$ cat src/rtl/io_resp_pkg.sv
// Shared types and STAT field layout for the memory-mapped I/O responder.
package io_resp_pkg;

   typedef enum logic [2:0] {
      IO_TXD  = 3'd0,
      IO_RXD  = 3'd1,
      IO_STAT = 3'd2,
      IO_GPO  = 3'd3,
      IO_GPI  = 3'd4
   } io_addr_t;

   localparam int unsigned CNT_W         = 3;
   localparam int unsigned ST_TX_FULL    = 0;
   localparam int unsigned ST_TX_EMPTY   = 1;
   localparam int unsigned ST_RX_FULL    = 2;
   localparam int unsigned ST_RX_EMPTY   = 3;
   localparam int unsigned ST_TX_DROP    = 4;
   localparam int unsigned ST_RX_UDF     = 5;
   localparam int unsigned ST_TX_CNT_LSB = 8;
   localparam int unsigned ST_RX_CNT_LSB = 12;

   typedef struct packed {
      logic             full;
      logic             empty;
      logic [CNT_W-1:0] count;
   } fifo_stat_t;

   function automatic logic [15:0] pack_stat(
      input fifo_stat_t tx,
      input fifo_stat_t rx,
      input logic       tx_drop,
      input logic       rx_udf
   );
      logic [15:0] s;
      s = '0;
      s[ST_TX_FULL]  = tx.full;
      s[ST_TX_EMPTY] = tx.empty;
      s[ST_RX_FULL]  = rx.full;
      s[ST_RX_EMPTY] = rx.empty;
      s[ST_TX_DROP]  = tx_drop;
      s[ST_RX_UDF]   = rx_udf;
      s[ST_TX_CNT_LSB +: CNT_W] = tx.count;
      s[ST_RX_CNT_LSB +: CNT_W] = rx.count;
      return s;
   endfunction

endpackage

$ cat src/rtl/io_resp_fifo.sv
// Small circular FIFO with separate occupancy counter.
// Head output reads as zero while the FIFO is empty.
module io_fifo
   import io_resp_pkg::*;
#(
   parameter int DW    = 16,
   parameter int DEPTH = 4
) (
   input  logic             clk,
   input  logic             rst,
   input  logic             push,
   input  logic             pop,
   input  logic [DW-1:0]    din,
   output logic [DW-1:0]    dout,
   output logic             full,
   output logic             empty,
   output logic [CNT_W-1:0] count
);

   localparam int AW = $clog2(DEPTH);
   localparam logic [CNT_W-1:0] FULL_N = CNT_W'(DEPTH);

   logic [DW-1:0] mem [DEPTH];
   logic [AW-1:0] wr_ptr;
   logic [AW-1:0] rd_ptr;
   logic          do_push;
   logic          do_pop;

   assign full    = (count == FULL_N);
   assign empty   = (count == '0);
   assign do_push = push && !full;
   assign do_pop  = pop && !empty;
   assign dout    = empty ? '0 : mem[rd_ptr];

   always_ff @(posedge clk or posedge rst) begin
      if (rst) begin
         wr_ptr <= '0;
         rd_ptr <= '0;
         count  <= '0;
      end else begin
         if (do_push) wr_ptr <= wr_ptr + AW'(1);
         if (do_pop)  rd_ptr <= rd_ptr + AW'(1);
         unique case ({do_push, do_pop})
            2'b10:   count <= count + CNT_W'(1);
            2'b01:   count <= count - CNT_W'(1);
            default: count <= count;
         endcase
      end
   end

   // Storage is not reset; dout is gated by empty instead.
   always_ff @(posedge clk) begin
      if (do_push) mem[wr_ptr] <= din;
   end

endmodule

$ cat src/rtl/io_resp.sv
// CPU-side I/O responder: TX/RX stream FIFOs, STAT register and GPIO.
// Accesses are single-cycle; read data is combinational from current state.
module io_resp
   import io_resp_pkg::*;
#(
   parameter int DW    = 16,
   parameter int DEPTH = 4
) (
   input  logic          clk,
   input  logic          rst,
   input  logic          iom_in,
   input  logic          wen_in,
   input  logic [2:0]    addr_in,
   input  logic [DW-1:0] wdata_in,
   output logic [DW-1:0] rdata_out,
   output logic [DW-1:0] tx_data_out,
   output logic          tx_valid_out,
   input  logic          tx_ready_in,
   input  logic [DW-1:0] rx_data_in,
   input  logic          rx_valid_in,
   output logic          rx_ready_out,
   output logic [DW-1:0] gpio_out,
   input  logic [DW-1:0] gpio_in
);

   logic             wr;
   logic             rd;
   logic             sel_txd;
   logic             sel_rxd;
   logic             sel_stat;
   logic             sel_gpo;
   logic             sel_gpi;

   logic             tx_push;
   logic             tx_pop;
   logic             tx_full;
   logic             tx_empty;
   logic [CNT_W-1:0] tx_count;

   logic             rx_push;
   logic             rx_pop;
   logic             rx_full;
   logic             rx_empty;
   logic [CNT_W-1:0] rx_count;
   logic [DW-1:0]    rx_head;

   logic             tx_drop;
   logic             rx_udf;
   logic             set_drop;
   logic             set_udf;
   logic             clr_drop;
   logic             clr_udf;

   logic [DW-1:0]    gpi_s1;
   logic [DW-1:0]    gpi_s2;
   logic [15:0]      stat;
   fifo_stat_t       tx_st;
   fifo_stat_t       rx_st;

   assign wr = iom_in && !wen_in;
   assign rd = iom_in && wen_in;

   always_comb begin
      sel_txd  = 1'b0;
      sel_rxd  = 1'b0;
      sel_stat = 1'b0;
      sel_gpo  = 1'b0;
      sel_gpi  = 1'b0;
      unique case (addr_in)
         IO_TXD:  sel_txd  = 1'b1;
         IO_RXD:  sel_rxd  = 1'b1;
         IO_STAT: sel_stat = 1'b1;
         IO_GPO:  sel_gpo  = 1'b1;
         IO_GPI:  sel_gpi  = 1'b1;
         default: ;
      endcase
   end

   // Full is sampled before any same-cycle pop, so a write to a full
   // FIFO is always dropped.
   assign tx_push  = wr && sel_txd;
   assign set_drop = tx_push && tx_full;
   assign tx_pop   = tx_valid_out && tx_ready_in;

   assign tx_valid_out = !tx_empty;

   io_fifo #(
      .DW    (DW),
      .DEPTH (DEPTH)
   ) u_tx_fifo (
      .clk   (clk),
      .rst   (rst),
      .push  (tx_push),
      .pop   (tx_pop),
      .din   (wdata_in),
      .dout  (tx_data_out),
      .full  (tx_full),
      .empty (tx_empty),
      .count (tx_count)
   );

   assign rx_ready_out = !rx_full;
   assign rx_push      = rx_valid_in && rx_ready_out;
   assign rx_pop       = rd && sel_rxd;
   assign set_udf      = rx_pop && rx_empty;

   io_fifo #(
      .DW    (DW),
      .DEPTH (DEPTH)
   ) u_rx_fifo (
      .clk   (clk),
      .rst   (rst),
      .push  (rx_push),
      .pop   (rx_pop),
      .din   (rx_data_in),
      .dout  (rx_head),
      .full  (rx_full),
      .empty (rx_empty),
      .count (rx_count)
   );

   assign clr_drop = wr && sel_stat && wdata_in[ST_TX_DROP];
   assign clr_udf  = wr && sel_stat && wdata_in[ST_RX_UDF];

   // A set in the same cycle as a clear wins.
   always_ff @(posedge clk or posedge rst) begin
      if (rst) begin
         tx_drop <= 1'b0;
         rx_udf  <= 1'b0;
      end else begin
         tx_drop <= set_drop | (tx_drop & ~clr_drop);
         rx_udf  <= set_udf | (rx_udf & ~clr_udf);
      end
   end

   always_ff @(posedge clk or posedge rst) begin
      if (rst) begin
         gpio_out <= '0;
         gpi_s1   <= '0;
         gpi_s2   <= '0;
      end else begin
         if (wr && sel_gpo) gpio_out <= wdata_in;
         gpi_s1 <= gpio_in;
         gpi_s2 <= gpi_s1;
      end
   end

   always_comb begin
      tx_st = '{full: tx_full, empty: tx_empty, count: tx_count};
      rx_st = '{full: rx_full, empty: rx_empty, count: rx_count};
      stat  = pack_stat(tx_st, rx_st, tx_drop, rx_udf);
   end

   always_comb begin
      rdata_out = '0;
      if (rd) begin
         unique case (1'b1)
            sel_rxd:  rdata_out = rx_head;
            sel_stat: rdata_out = DW'(stat);
            sel_gpo:  rdata_out = gpio_out;
            sel_gpi:  rdata_out = gpi_s2;
            default:  rdata_out = '0;
         endcase
      end
   end

endmodule

$ cat config.mk
export PLATFORM = sky130hd
export DESIGN_NAME = io_resp
export DESIGN_NICKNAME = d
export VERILOG_FILES = /design/src/rtl/io_resp_pkg.sv /design/src/rtl/io_resp_fifo.sv /design/src/rtl/io_resp.sv
export SDC_FILE = /design/constraint.sdc
export NUM_CORES = 1
export LEC_CHECK = 0
export CAP_MARGIN = 5
export CORE_UTILIZATION = 35
export DETAILED_ROUTE_END_ITERATION = 16
export PLACE_DENSITY = 0.65
export SYNTH_ARGS = -nofsm -noshare
export SYNTH_HDL_FRONTEND = slang
export SYNTH_SLANG_ARGS = --single-unit
$ cat constraint.sdc
create_clock -name clk -period 4.3 [get_ports clk]
set_input_delay 0.86 -clock clk [delete_from_list [all_inputs] [get_ports clk]]
set_output_delay 0.86 -clock clk [all_outputs]
set_load 0.01 [all_outputs]
# Word level (Yosys, flattened, before mapping)
# Memories as Yosys holds them, arrays and structs flattened.
# Cells that the tools add are included.
# totals
inputBits	57
regBits	64
out_inout_bits	50
ram_bits	128
wordCells	78
memories	2
# classes
muxes	15
n_addsub	8
n_eq_ne	10
reduce_logical	26
bitwise_logic	6
# mem_list
memory	words	width	read_ports	rd_clocked_by_memory_dff	wr	line	source
u_rx_fifo.mem	4	16	1	0	1	io_resp_fifo.sv:23	logic [DW-1:0] mem [DEPTH];
u_tx_fifo.mem	4	16	1	0	1	io_resp_fifo.sv:23	
# ops
operator	count
16-bit one-hot mux with 4 select lines	1
16-bit 2-to-1 mux	3
1-bit logical AND	16
3-bit one-hot mux with 2 select lines	2
3-bit equality test (second input constant)	3
3-bit zero test	3
1-bit 2-to-1 mux	9
2-bit by 1-bit adder with 2-bit output (second input constant)	4
3-bit by 1-bit adder with 3-bit output (second input constant)	2
3-bit by 2-bit equality test with 1-bit output (second input constant)	2
3-bit by 1-bit subtractor with 3-bit output (second input constant)	2
1-bit zero test	5
2-bit by 1-bit equality test with 1-bit output (second input constant)	2
2-bit equality test (second input constant)	2
2-bit nonzero test	2
3-bit by 1-bit equality test with 1-bit output (second input constant)	1
1-bit AND	2
1-bit inverter	2
1-bit bitwise OR	2

# Longest topological paths before layout
# Gate-level depths: netlist of the first run.
# logic_depth
depth_word	7
mapped_depth	9
ltp_nobuf	9

# Hierarchy
# A second synthesis of the first run with hierarchy kept.
# unflattened
hier_cells	442
area_unflattened_um2	8111.5
# modules_own_cells
module	cells_each	area_per_inst_um2	n_inst
io_fifo	140	2959.1	2
io_resp	162	2193.4	1

# Least setup slack after synthesis of the first run
# Ideal clock, no wire load.
# synth_path
path_kind	input -> output
startpoint	input addr_in[0]
endpoint	output rdata_out[0]
n_path_buf	1
required_time_ns	3.440
cell_stages	4
t_arrival_ns	1.837
setup_slack_ns	1.603
cell_sequence	clkbuf_1 > nor3b_1 > a22oi_1 > a31oi_1
# synth_between
elab_chain_cells	4
# synth_rtl
item	line	source
start: declaration	io_resp.sv:13	input logic [2:0] addr_in,
3-bit equality test (tied with other cells)	io_resp.sv:69	unique case (addr_in)
1-bit 2-to-1 mux	io_resp.sv:69	
16-bit one-hot mux with 4 select lines *	io_resp.sv:157	unique case (1'b1)
16-bit 2-to-1 mux *	io_resp.sv:156	if (rd) begin
end: declaration	io_resp.sv:15	output logic [DW-1:0] rdata_out,
# Every way passes the cells marked *; elsewhere a longest branch is shown, timed or not.

# Worst setup path after layout of the first run
# layout_path
startpoint	input addr_in[2]
endpoint	output rdata_out[1]
# Same word-level chain as after synthesis.

==> key figures, run 1 <==
Die
  • Die height: 150 um
  • Die Wd: 150 um
  • Row cnt: 53
  • Die ar.: 22,600 um2
  • Core Area: 21,300 um2
  • IO Count: 107
  • Initial Util: 36.2%

Final layout
  • Highest-count cells in the layout ignoring fill and taps: edfxtp_1, clkdlybuf4s50_1, dfrtp_1, mux4_2, and2_1
  • Layout cells sized above 1: a little under a fifth
  • Most common cell after layout, fill and taps aside: edfxtp_1
  • Area growth syn-to-layout: 25.3%
  • Util after Layout: 45.4%
  • ANT cells: 0
  • Final nets: 621

Logic synthesis
  • Ys flop type: edfxtp_1
  • Syn nets: 501
  • Post-synth top area share: 49.8%
  • Netlist Area Pre-Place: 7710 um2
  • Ys Warns: 0
  • Synth top area cells: edfxtp_1, dfrtp_1, mux4_2
  • Yosys top cell by area: edfxtp_1
  • Synth Instances: 432
  • Mean Syn Cell Area: approximately 18 um2
  • Synth Register Bits: 192
  • Async set-reset flop share out of synthesis: roughly a third
  • Post-synth EDFFs: 128
  • Sequential fraction of the synthesis area: 70.6%
  • Count of different cell masters after synthesis: between 40 and 50

Drt
  • Vias/cell: roughly 5
  • Iter 0 DRT Violations: 247
  • Vias: 4,190
  • Initial DRT Pass Iterations: 5
  • DRC viols: 0
  • DRT Wirelength: roughly 17 mm
  • DR WL/cell: 19.7 um
  • Detail Route Antenna Nets: 0

Global route
  • Pin count of the biggest net entering global routing: 44
  • Number of global-route vias before repair: around 4,400
  • GRT Overall Usage: 15.5%
  • Global route overflow: 0
  • Initial antenna violation count: 0
  • First-pass GRT wire length: around 25 mm

Setup path
  • Worst path bufs/invs: 3
  • Crit path launch type: input port
  • Worst-path fanout max: 15
  • Worst Setup Path Type: input port to primary output
  • CP arrival: 3.11 ns
  • CP Capture Type: primary output
  • Worst-path cell chain: clkdlybuf4s50_1, nor3b_1, buf_4, a22oi_1, a31oi_1, clkdlybuf4s50_1
  • CP max-delay cell: clkdlybuf4s50_1
  • Crit-path max cell delay: 0.63 ns
  • Path depth of the worst reg2reg path: 7
  • R2r setup slk: 1.72 ns
  • Worst EP required: 3.44 ns
  • Top Family by Delay on Critical Path: buffers and inverters
  • Reg-to-Reg Start: u_rx_fifo.count[1]$_DFFE_PP0P_
  • CP most frequent cell: clkdlybuf4s50_1
  • Reg-to-Reg End: u_rx_fifo.count[2]$_DFFE_PP0P_

CTS
  • Clk pin slew, worst setup/hold paths: 0.06 ns
  • Clock sink count: 192
  • CTS H-tree depth: 4
  • PostCTS Resize Cnt: 0
  • TritonCTS clock tree: built
  • Worst skew pair latency: 0.42 ns
  • Clock root buffer: clkbuf_16
  • Clock tree buffer depth: 2
  • Hold buffer count at CTS: 0
  • Setup Buffers After CTS: 0
  • CTS Buf Count: 17

STA
  • Maximum clock rate: 252 MHz
  • RSZ-0062 raised after global routing: false
  • Slew @ Worst Pin: roughly 0.94 ns
  • Clk_skew: 0.00466 ns
  • Slew Limit Headroom: 37.2%
  • Final period util: 92.4%
  • Hold Fails Final Rpt: 0
  • Final Worst Setup Slack: about 0.33 ns
  • Final setup vio count: 0
  • Setup TNS Final: 0 ns
  • Crit path time final: 3.97 ns
  • Fin. max-slew vios: 0

Place
  • Post-DP HPWL: 11.7 mm
  • Gpl congestion: 0.847
  • Pre-CTS setup slack: 0.325 ns
  • Port bufs: ~110

Pwr
  • LEAKAGE: 3.38 nW
  • PD cells: approximately 550 nW/um2
  • Worst vdd ir: approximately 0.30 mV

Hold path
  • Worst Hold Depth: 0
  • Hold Path End: gpi_s2[12]$_DFF_PP0_
  • HP Class: flop to flop
  • Hold path start: gpi_s1[12]$_DFF_PP0_

Job
  • Max-Cap Viols: 0

Outcome
  • Outcome: completed
## kinds of logic after synthesis
family          count (synthesis)  share of synthesized area [%]
flops                         192                           70.6
simple gates                   93                           7.51
mux                            52                           12.8
compound gates                 37                           3.28
buf+inv                        34                           2.30
xor+xnor                       12                           1.36
fa+ha+maj                      12                           2.14
## synthesized netlist by cell type (2+ instances only)
cell type,number
clkbuf_1,10
nor3b_2,2
a21oi_1,5
buf_4,3
and2_1,26
a22oi_1,8
nor3b_1,3
nand2_1,15
xnor2_1,7
fa_1,2
and3b_1,2
dfrtp_1,64
mux4_2,32
mux2_4,11
a21o_1,8
nand3b_1,16
a31oi_1,12
buf_6,2
buf_2,5
inv_1,12
ha_1,10
nor3_1,2
o2bb2ai_1,2
nand3_1,17
edfxtp_1,128
xor2_1,5
nor2_1,2
mux2_2,8
## worst register-to-register path, stage by stage (launching register included)
cell     delay, ns
dfrtp_1       0.47
or3_1         0.66
and3_1        0.34
ha_1          0.25
fa_1          0.39
xnor2_1       0.13
nor2_1        0.11
xor2_1        0.15
## final cells by class
type / count / area, um2
multi-input cells: 206 / 2090
inverters: 12 / 45.0
clock inverters: 12 / 97.6
repair buffers: 123 / 1190
fillers: 1831 / 11600
clock buffers: 19 / 454
well taps: 275 / 344
flip-flops and latches: 192 / 5450
## stage by stage
step                instance area, um2  hold slack [ns]  total power, mW  std cells
floorplan                         7710            0.331             3.33        432
global placement                  9110            0.336             3.91        808
detailed placement                9110            0.341             3.96        808
CTS                               9660            0.355             5.43        839
global route                      9660            0.362             5.62        839
finish                            9660            0.353             5.36        839
## routing by layer
metal / global-route usage, % / up-vias / share of wire [%]
met2: 25.0 / 137 / 50
met3: 3.64 / 30 / 4.9
met5: 0 / - / 0
met4: 9.14 / 0 / 4.0
met1: 18.9 / 2136 / 41
li1: - / 1887 / -
## flip-flops by register name, summed over array words and instances (netlist names)
name              flops
u_rx_fifo.wr_ptr      2
u_rx_fifo.count       3
rx_udf                1
u_rx_fifo.mem        64
u_rx_fifo.rd_ptr      2
u_tx_fifo.count       3
gpio_out             16
u_tx_fifo.rd_ptr      2
u_tx_fifo.mem        64
gpi_s1               16
u_tx_fifo.wr_ptr      2
gpi_s2               16
tx_drop               1
## worst max-delay path by stage
stage	startpoint	endpoint	slack [ns]	cells past startpoint
final	addr_in[2]	rdata_out[1]	0.33	6
after CTS	addr_in[2]	rdata_out[11]	0.33	6
after global routing	addr_in[2]	rdata_out[1]	0.22	6
after global placement	addr_in[1]	rdata_out[1]	0.40	7
after detailed placement	addr_in[2]	rdata_out[11]	0.33	6
after floorplan	addr_in[0]	rdata_out[0]	1.60	4
## where the power goes
group | internal (mW) | leakage, nW | total, mW | switching [mW]
registers | 2.24 | 1.92 | 2.48 | 0.240
clock network | 0.785 | 0.267 | 1.47 | 0.683
logic | 0.809 | 1.20 | 1.41 | 0.599
Power figures use the tool's default switching activity.
==> inputs of run 2 (changes only) <==
Clock period 4.3 ns to 4.6 ns, I/O delays scaled along.
==> run 2 against run 1 <==
Compared with the run above: final cell count shrank 0.48%; worst hold slack worse by 0.0048 ns; clock power is 3% lower; utilization about the same; routed wire length fell by 2.4%; design area about the same; critical path type unchanged; sequential share of layout area up 0.051 points; setup slack improved by 0.16 ns.
==> key figures, run 2 (same netlist as run 1, synthesis figures left out) <==
Outcome
  • Outcome: completed

STA
  • RSZ-0062 raised after global routing: false
  • Setup TNS Final: 0 ns
  • Slew Limit Headroom: 29.3%
  • Maximum clock rate: between 200 and 250 MHz
  • Final setup vio count: 0
  • Hold Fails Final Rpt: 0
  • Slew @ Worst Pin: 1.06 ns
  • Clk_skew: 0.00990 ns
  • Fin. max-slew vios: 0
  • Final period util: just under 90%
  • Crit path time final: 4.11 ns
  • Final Worst Setup Slack: 0.487 ns

Drt
  • DRT Wirelength: between 15 and 20 mm
  • Detail Route Antenna Nets: 0
  • Vias/cell: 4.95
  • DR WL/cell: 19.3 um
  • Iter 0 DRT Violations: 210
  • Vias: slightly above 4,000
  • DRC viols: 0
  • Initial DRT Pass Iterations: 5

Place
  • Gpl congestion: 0.822
  • Post-DP HPWL: 11.6 mm
  • Pre-CTS setup slack: approximately 0.53 ns
  • Port bufs: 106

Global route
  • Global route overflow: 0
  • Pin count of the biggest net entering global routing: 48
  • Initial antenna violation count: 0
  • First-pass GRT wire length: 24.7 mm
  • Number of global-route vias before repair: 4,385
  • GRT Overall Usage: 15.3%

Die
  • Row cnt: 53
  • Die ar.: 22,600 um2
  • IO Count: approximately 110
  • Die Wd: 150 um
  • Die height: between 150 and 200 um
  • Core Area: 21,300 um2
  • Initial Util: 36.2%

CTS
  • CTS Buf Count: 17
  • TritonCTS clock tree: built
  • Clk pin slew, worst setup/hold paths: 0.07 ns
  • Setup Buffers After CTS: 0
  • Clock root buffer: clkbuf_16
  • CTS H-tree depth: 4
  • Clock tree buffer depth: 2
  • Hold buffer count at CTS: 0
  • Clock sink count: 192
  • PostCTS Resize Cnt: 0
  • Worst skew pair latency: 0.43 ns

Final layout
  • Highest-count cells in the layout ignoring fill and taps: edfxtp_1, clkdlybuf4s50_1, dfrtp_1, mux4_2, and2_1
  • Layout cells sized above 1: ~18%
  • ANT cells: 0
  • Biggest regs: u_rx_fifo.mem (64), u_tx_fifo.mem (64)
  • Final nets: 616
  • Layout fillers: 1,818
  • Most common cell after layout, fill and taps aside: edfxtp_1
  • Area growth syn-to-layout: 25.2%

Setup path
  • Worst-path fanout max: 12
  • Crit path launch type: input port
  • CP Capture Type: primary output
  • CP arrival: 3.19 ns
  • Worst EP required: 3.68 ns
  • Worst Setup Path Type: input port to primary output

Job
  • Max-Cap Viols: 0

Pwr
  • NetSw: 1.44 mW
  • Cell-internal power: ~3.6 mW
  • Reg power frac: 46.2%
  • Switching portion of total power: 28.4%
  • Worst vdd ir: 0.274 mV
  • Clock power share: 28.1%
  • Gate power share: 25.7%
  • LEAKAGE: 3.37 nW
  • PD cells: 524 nW/um2

Hold path
  • HP Class: flop to flop
==> run 2: changes by cell type in the layout (fill, tap and decap cells not counted), moves of 2 or more <==
cell / previous run / this run
clkinvlp_4: 3 / 0
clkinv_8: 0 / 2
clkinv_4: 0 / 3
buf_4: 17 / 12
==> run 2: critical path, stage by stage <==
cell and delay [ns]:
clkdlybuf4s50_1 0.66, nor3b_2 0.34, buf_4 0.23, a22oi_1 0.10
a31oi_1 0.33, clkdlybuf4s50_1 0.61
==> run 2: metal layers <==
metal	GRT usage [%]	up-vias	part of all wire, %
li1	-	1881	-
met1	18.5	2115	42
met2	25.3	105	51
met3	3.48	30	3.6
met4	8.38	0	3.4
met5	0	-	0
==> run 2: area by class of cell <==
type | instances | area, um2 | area share, %
Tap cell | 275 | 344 | 3.56
Clock inverter | 14 | 151 | 1.57
Multi-Input combinational cell | 206 | 2090 | 21.6
Sequential cell | 192 | 5450 | 56.4
Timing Repair Buffer | 118 | 1150 | 11.9
Inverter | 12 | 45.0 | 0.467
Clock buffer | 18 | 429 | 4.45
==> run 2: path summary, 6_finish.rpt <==
check | start | end | slack [ns] | depth (start not counted)
setup / recovery | addr_in[2] | rdata_out[1] | 0.49 | 6
hold / removal | gpi_s1[14]$_DFF_PP0_ | gpi_s2[14]$_DFF_PP0_ | 0.35 | 0
setup reg to reg | u_rx_fifo.count[1]$_DFFE_PP0P_ | u_rx_fifo.count[2]$_DFFE_PP0P_ | 2.10 | 7
hold reg to reg | gpi_s1[14]$_DFF_PP0_ | gpi_s2[14]$_DFF_PP0_ | 0.35 | 0
max in group asynchronous | rst | u_rx_fifo.count[0]$_DFFE_PP0P_ | 2.70 | 3
min in group asynchronous | rst | gpi_s2[10]$_DFF_PP0_ | 1.07 | 2
==> run 2: through the flow <==
step / instances / hold slack, ns / cell area [um2] / util [%] / power, mW
finish: 835 / 0.348 / 9650 / 45.4 / 5.06
floorplan: 432 / 0.331 / 7710 / - / 3.11
global placement: 803 / 0.334 / 9070 / 42.6 / 3.65
detailed placement: 803 / 0.336 / 9070 / 42.6 / 3.70
CTS: 835 / 0.352 / 9650 / 45.4 / 5.12
global route: 835 / 0.354 / 9650 / 45.4 / 5.31
==> run 2: power by group through the flow <==
stage | Sequential, mW | Clock (mW) | Combinational (mW)
2_1_floorplan | 2.23 | 0 | 0.880
3_3_place_gp | 2.36 | 0 | 1.29
3_5_place_dp | 2.38 | 0 | 1.32
4_1_cts | 2.34 | 1.46 | 1.32
5_1_grt | 2.37 | 1.53 | 1.41
6_report | 2.34 | 1.42 | 1.30
==> variant 1 (config.mk and constraints of run 1) <==
`DEPTH` is set to 4 in 2 places; all go to 8.
--- a/src/rtl/io_resp_fifo.sv
+++ b/src/rtl/io_resp_fifo.sv
@@ -4,7 +4,7 @@
    import io_resp_pkg::*;
 #(
    parameter int DW    = 16,
-   parameter int DEPTH = 4
+   parameter int DEPTH = 8
 ) (
    input  logic             clk,
    input  logic             rst,
--- a/src/rtl/io_resp.sv
+++ b/src/rtl/io_resp.sv
@@ -4,7 +4,7 @@
    import io_resp_pkg::*;
 #(
    parameter int DW    = 16,
-   parameter int DEPTH = 4
+   parameter int DEPTH = 8
 ) (
    input  logic          clk,
    input  logic          rst,
Behaviour: not the same (Yosys sat finds a counterexample within 4 cycles, from zero or initial values and one cycle with rst high).
==> variant 1 against run 1 <==
  * Fmax rose by 0.94%
  * Sequential cell count rose by 132
  * Cell area rose by 60%
  * Synthesized cell count rose by 47%
  * Critical path depth did not move
  * Area after synthesis rose by 64%
  * Routed wire length rose by 71%
  * Worst setup slack improved by 37 ps
  * Total power rose by 49%
  * Non-clock buffer count rose by 15
  * Largest power group unchanged
  * Highest routed layer is now met5
==> variant 1: results (changes against run 1) <==
drt_pre_antenna_iters: 4  # -1
numCtsBuffers: 34  # +17
min_from: "gpi_s1[11]"
rr_endpoint: "u_tx_fifo.count[2]"
fin_hold_ws_ps: 342.6  # -10.03 ps
worstMarginPinSlew_ps: 799.9  # -141.3 ps
syn_inst: 634  # +47%
peakVddDrop_v: 0.0003242  # +6.9%
clock_latency_ps: 520  # +100 ps
path_max_fanout: 12  # -3
skew_ps: 12.13  # +7.472 ps
ys_top_cells_by_count: "edfxtp_1 (256), dfrtp_1 (68), mux4_2 (64)"
holdPathEnd: "gpi_s2[11]"
cts_buffer_depth: 3  # +1
postSynth.asyncResetShare: 0.2099  # -0.1235
drtIter0Drc: 468  # +89%
grt_use_total: 0.1575  # +0.002583
n_fill_cell: 3084  # +68%
ff2ff_path_depth: 11  # +4
seq_area_frac_synth: 0.7441  # +0.03793
r2r_slack_ps: 1560  # -160 ps
routedWlPerCell_um: 22.32  # +13%
clk_pin_slew_ps: 60  # about the same
antenna_found_initial: 1  # +1
vias: 6375  # +52%
hpwl_mm: 18.47  # +57%
synth_edf_count: 256  # +100%
place_congestion: 0.7212  # -15%
synthTopCellsByArea: "edfxtp_1 (61%), dfrtp_1 (13%), mux4_2 (11%), mux2i_1 (3.3%), mux2_4 (1.2%)"
synth.distinct_cells: 43  # +4.9%
final_nets: 842  # +36%
p_leak_nw: 5.248  # +55%
biggestRegsByFlops: "u_rx_fifo.mem x128, u_tx_fifo.mem x128"
dp.cells: 1202  # +49%
grt_max_degree: 37  # -16%
worst_path_largest_cell_delay_ps: 570  # -60 ps
htreeDepth: 2  # -2
status: "complete, no violations"
synth_nets: 699  # +40%
drt_wl_total_mm: 28.21  # +71%
grt_pass1_wl_mm: 41.88  # +66%
drive_gt1_frac: 0.2242  # +0.03976
crit_arrival_ps: 3080  # -30 ps
r2r_start: "u_tx_fifo.count[0]"
grt_pass1_vias: 6578  # +49%
variant 1: cell count changes after synthesis, sizes merged, moves of 13 or more:
cell and change:
edfxtp +128, and2 -23, mux4 +32, nand3 -13
mux2i +40, nand3b -16, o22ai +16, nor2 +36
buf +16
variant 1: worst max path at each step:
stage                          endpoint  cells after the start
floorplan           u_tx_fifo.mem[0][0]                      5
global route              rdata_out[13]                      6
global placement          rdata_out[13]                      6
finish                    rdata_out[12]                      6
detailed placement         rdata_out[9]                      6
CTS                        rdata_out[9]                      6
variant 1: final cells by class:
type / instances / share of cell area
Sequential cell: 324 / 0.6086
Tap cell: 461 / 0.03738
Multi-Input combinational cell: 271 / 0.1965
Clock buffer: 46 / 0.06009
Clock inverter: 16 / 0.009569
Timing Repair Buffer: 138 / 0.08596
Inverter: 8 / 0.001946
variant 1: worst reg2reg max path, cell delays in order (launching register included):
cell	delay, ps
dfrtp_1	440
nor3_4	190
buf_4	300
inv_1	220
and3_1	270
inv_1	130
ha_1	210
inv_1	70
fa_1	370
xor2_1	150
nor2_1	150
xor2_1	170
variant 1: per-stage QoR:
stage / utilization / worst slack (ps) / area [µm²] / power [mW]
6_report: 0.4349 / 364.4 / 15430 / 7.989
3_5_place_dp: 0.4046 / 378.1 / 14360 / 5.255
5_1_grt: 0.4349 / 218.3 / 15430 / 8.321
3_3_place_gp: 0.4046 / 401.8 / 14360 / 5.225
4_1_cts: 0.4349 / 369.3 / 15430 / 8.089
2_1_floorplan: - / 1127 / 12620 / 4.549
variant 1: logic make-up (layout without fill, tap and decap cells):
group | after synthesis | count (layout) | synth area share
AOI/OAI and AO/OA | 39 | 39 | 0.02003
xor gates and xnor gates | 13 | 13 | 0.009023
adders and majority gates | 8 | 8 | 0.009122
buffers and inverters | 39 | 208 | 0.01854
DFF | 324 | 324 | 0.7441
muxes | 124 | 124 | 0.1667
and+or+nand+nor | 87 | 87 | 0.03253
variant 1: where the power goes:
part	total, mW	switching, mW	leakage (nW)	internal [mW]
Combinational	1.49	0.656	1.59	0.835
Clock	2.83	1.18	0.529	1.65
Sequential	3.66	0.172	3.13	3.49
variant 1: metal layers:
metal	vias to the layer above	wire, µm	track usage	share of wire
met4	2	607	0.04335	0.022
met3	48	1655	0.03234	0.059
li1	2803	-	-	-
met5	-	13	0	0.00046
met1	3315	11820	0.2054	0.42
met2	207	14110	0.2663	0.50
==> variant 2 (config.mk and constraints of run 1) <==
Made on the original files. Reset style: synchronous (`rst`), changed in 3 clocked blocks.
--- a/src/rtl/io_resp_fifo.sv
+++ b/src/rtl/io_resp_fifo.sv
@@ -32,7 +32,7 @@
    assign do_pop  = pop && !empty;
    assign dout    = empty ? '0 : mem[rd_ptr];
 
-   always_ff @(posedge clk or posedge rst) begin
+   always_ff @(posedge clk) begin
       if (rst) begin
          wr_ptr <= '0;
          rd_ptr <= '0;
--- a/src/rtl/io_resp.sv
+++ b/src/rtl/io_resp.sv
@@ -123,7 +123,7 @@
    assign clr_udf  = wr && sel_stat && wdata_in[ST_RX_UDF];
 
    // A set in the same cycle as a clear wins.
-   always_ff @(posedge clk or posedge rst) begin
+   always_ff @(posedge clk) begin
       if (rst) begin
          tx_drop <= 1'b0;
          rx_udf  <= 1'b0;
@@ -133,7 +133,7 @@
       end
    end
 
-   always_ff @(posedge clk or posedge rst) begin
+   always_ff @(posedge clk) begin
       if (rst) begin
          gpio_out <= '0;
          gpi_s1   <= '0;
Check against the original RTL: differs if rst is asserted again (counterexample within 4 cycles, from zero or initial values and one cycle with rst high); with rst held inactive, the same outputs for 4 cycles.
==> variant 2 against run 1 <==
  * The flow now finishes with violations (DRC)
  * Hold slack improved by 90 ps
  * Worst setup slack improved by 120 ps
  * Clock skew increased by 2.6 ps
  * Cell area increased by 0.95%
  * Sequential cell count increased by 4
  * Routed wire length increased by 5.4%
  * Area after synthesis increased by 0.70%
  * Highest routed layer unchanged
Power is not compared: it rests on default switching activity, and its combinational part moved more than twofold at a synthesized area within 25%.
==> variant 2: results (changes against run 1) <==
status: "finished, violations left"
violations: "DRC"
drt_wl_total_mm: 17.41  # +5.4%
r2r_slack_ps: 1640  # -80 ps
holdPathEnd: "gpi_s2[13]"
seq_area_frac_synth: 0.6703  # -0.03583
vias: 4669  # +11%
grt_pass1_wl_mm: 26.54  # +5.5%
antenna_found_initial: 0  # unchanged
grt_max_degree: 41  # -6.8%
ff2ff_path_depth: 9  # +2
clock_latency_ps: 440  # +20 ps
synth.distinct_cells: 40  # -2.4%
synth_nets: 597  # +19%
path_max_fanout: 12  # -3
drive_gt1_frac: 0.1453  # -0.03911
post_cts_resize_count: 0  # unchanged
r2r_start: "u_tx_fifo.count[2]"
rr_endpoint: "u_tx_fifo.count[2]"
place_congestion: 0.7688  # -9.2%
drc: 1  # +1
ys_top_cells_by_count: "edfxtp_1 (128), dfxtp_1 (68), nor2b_1 (51)"
worstMarginPinSlew_ps: 917.4  # -23.88 ps
grt_pass1_vias: 4798  # +8.9%
crit_arrival_ps: 2990  # -120 ps
grt_use_total: 0.1597  # +0.004788
final_nets: 703  # +13%
drt_pre_antenna_iters: 11  # +6
drtIter0Drc: 261  # +5.7%
hpwl_mm: 12.11  # +3.2%
n_fill_cell: 1950  # +6.5%
holdPathStages: 1  # +1
postSynth.asyncResetShare: 0  # -0.3333
## variant 2: cell types whose count changed after synthesis, sizes merged, moves of 9 or more
cell / change
dfxtp: +68
dfrtp: -64
nor2b: +50
a21oi: +34
and2: -21
nand3: +20
o21ai: +20
nand3b: -15
mux2: -10
nand2: -9
## variant 2: worst max-delay path: cells and delay by family
family / cells / cell delay (ps)
AOI/OAI and AO/OA: 2 / 370
buffers and inverters: 3 / 1430
and+or+nand+nor: 1 / 330
## variant 2: worst max-delay path by stage
stage               startpoint            end  slack, ps  cells after the start
floorplan           addr_in[1]  rdata_out[10]       1480                      5
global placement    addr_in[2]  rdata_out[15]        460                      6
detailed placement  addr_in[1]   rdata_out[0]        420                      5
CTS                 addr_in[1]   rdata_out[0]        430                      5
global route        addr_in[1]   rdata_out[3]        280                      5
finish              addr_in[2]  rdata_out[15]        450                      6
## variant 2: layout make-up
class,instances,share of cell area
clock buffers,18,0.04502
inverters,14,0.005387
clock inverters,14,0.01796
multi-input cells,283,0.2403
well taps,280,0.03592
repair buffers,122,0.1219
flip-flops and latches,196,0.5336
## variant 2: power groups by stage
stage	clock, mW	sequential (mW)	combinational [mW]
2_1_floorplan	0	2.11	0.141
3_3_place_gp	0	2.12	0.262
3_5_place_dp	0	2.12	0.271
4_1_cts	1.66	2.08	0.272
5_1_grt	1.73	2.08	0.293
6_report	1.64	2.08	0.270
## variant 2: metal layers
layer / wire length (µm) / global-route usage / up-vias
li1: - / - / 2198
met1: 7657 / 0.2033 / 2325
met2: 8745 / 0.2702 / 123
met3: 717 / 0.03133 / 23
met4: 286 / 0.05750 / 0
met5: 0 / 0 / -
## variant 2: per-stage QoR
step	setup WS (ps)	hold slack (ps)	cells	area, µm²
finish	445.5	442.9	927	9754
global route	284.8	462.2	927	9754
CTS	433.4	445.9	927	9754
detailed placement	420.6	429.9	895	9140
global placement	465.0	427.3	895	9140
floorplan	1484	413.8	528	7765
## variant 2: cell families (layout without fill, tap and decap cells)
group                      count (synthesis)  in the layout  synth area share
adders and majority gates                 12             12           0.02127
xor gates and xnor gates                   6              6          0.006768
buffers and inverters                     49            168           0.02788
muxes                                     42             42            0.1072
DFF                                      196            196            0.6703
and+or+nand+nor                          136            136            0.1023
AOI/OAI and AO/OA                         87             87           0.06429
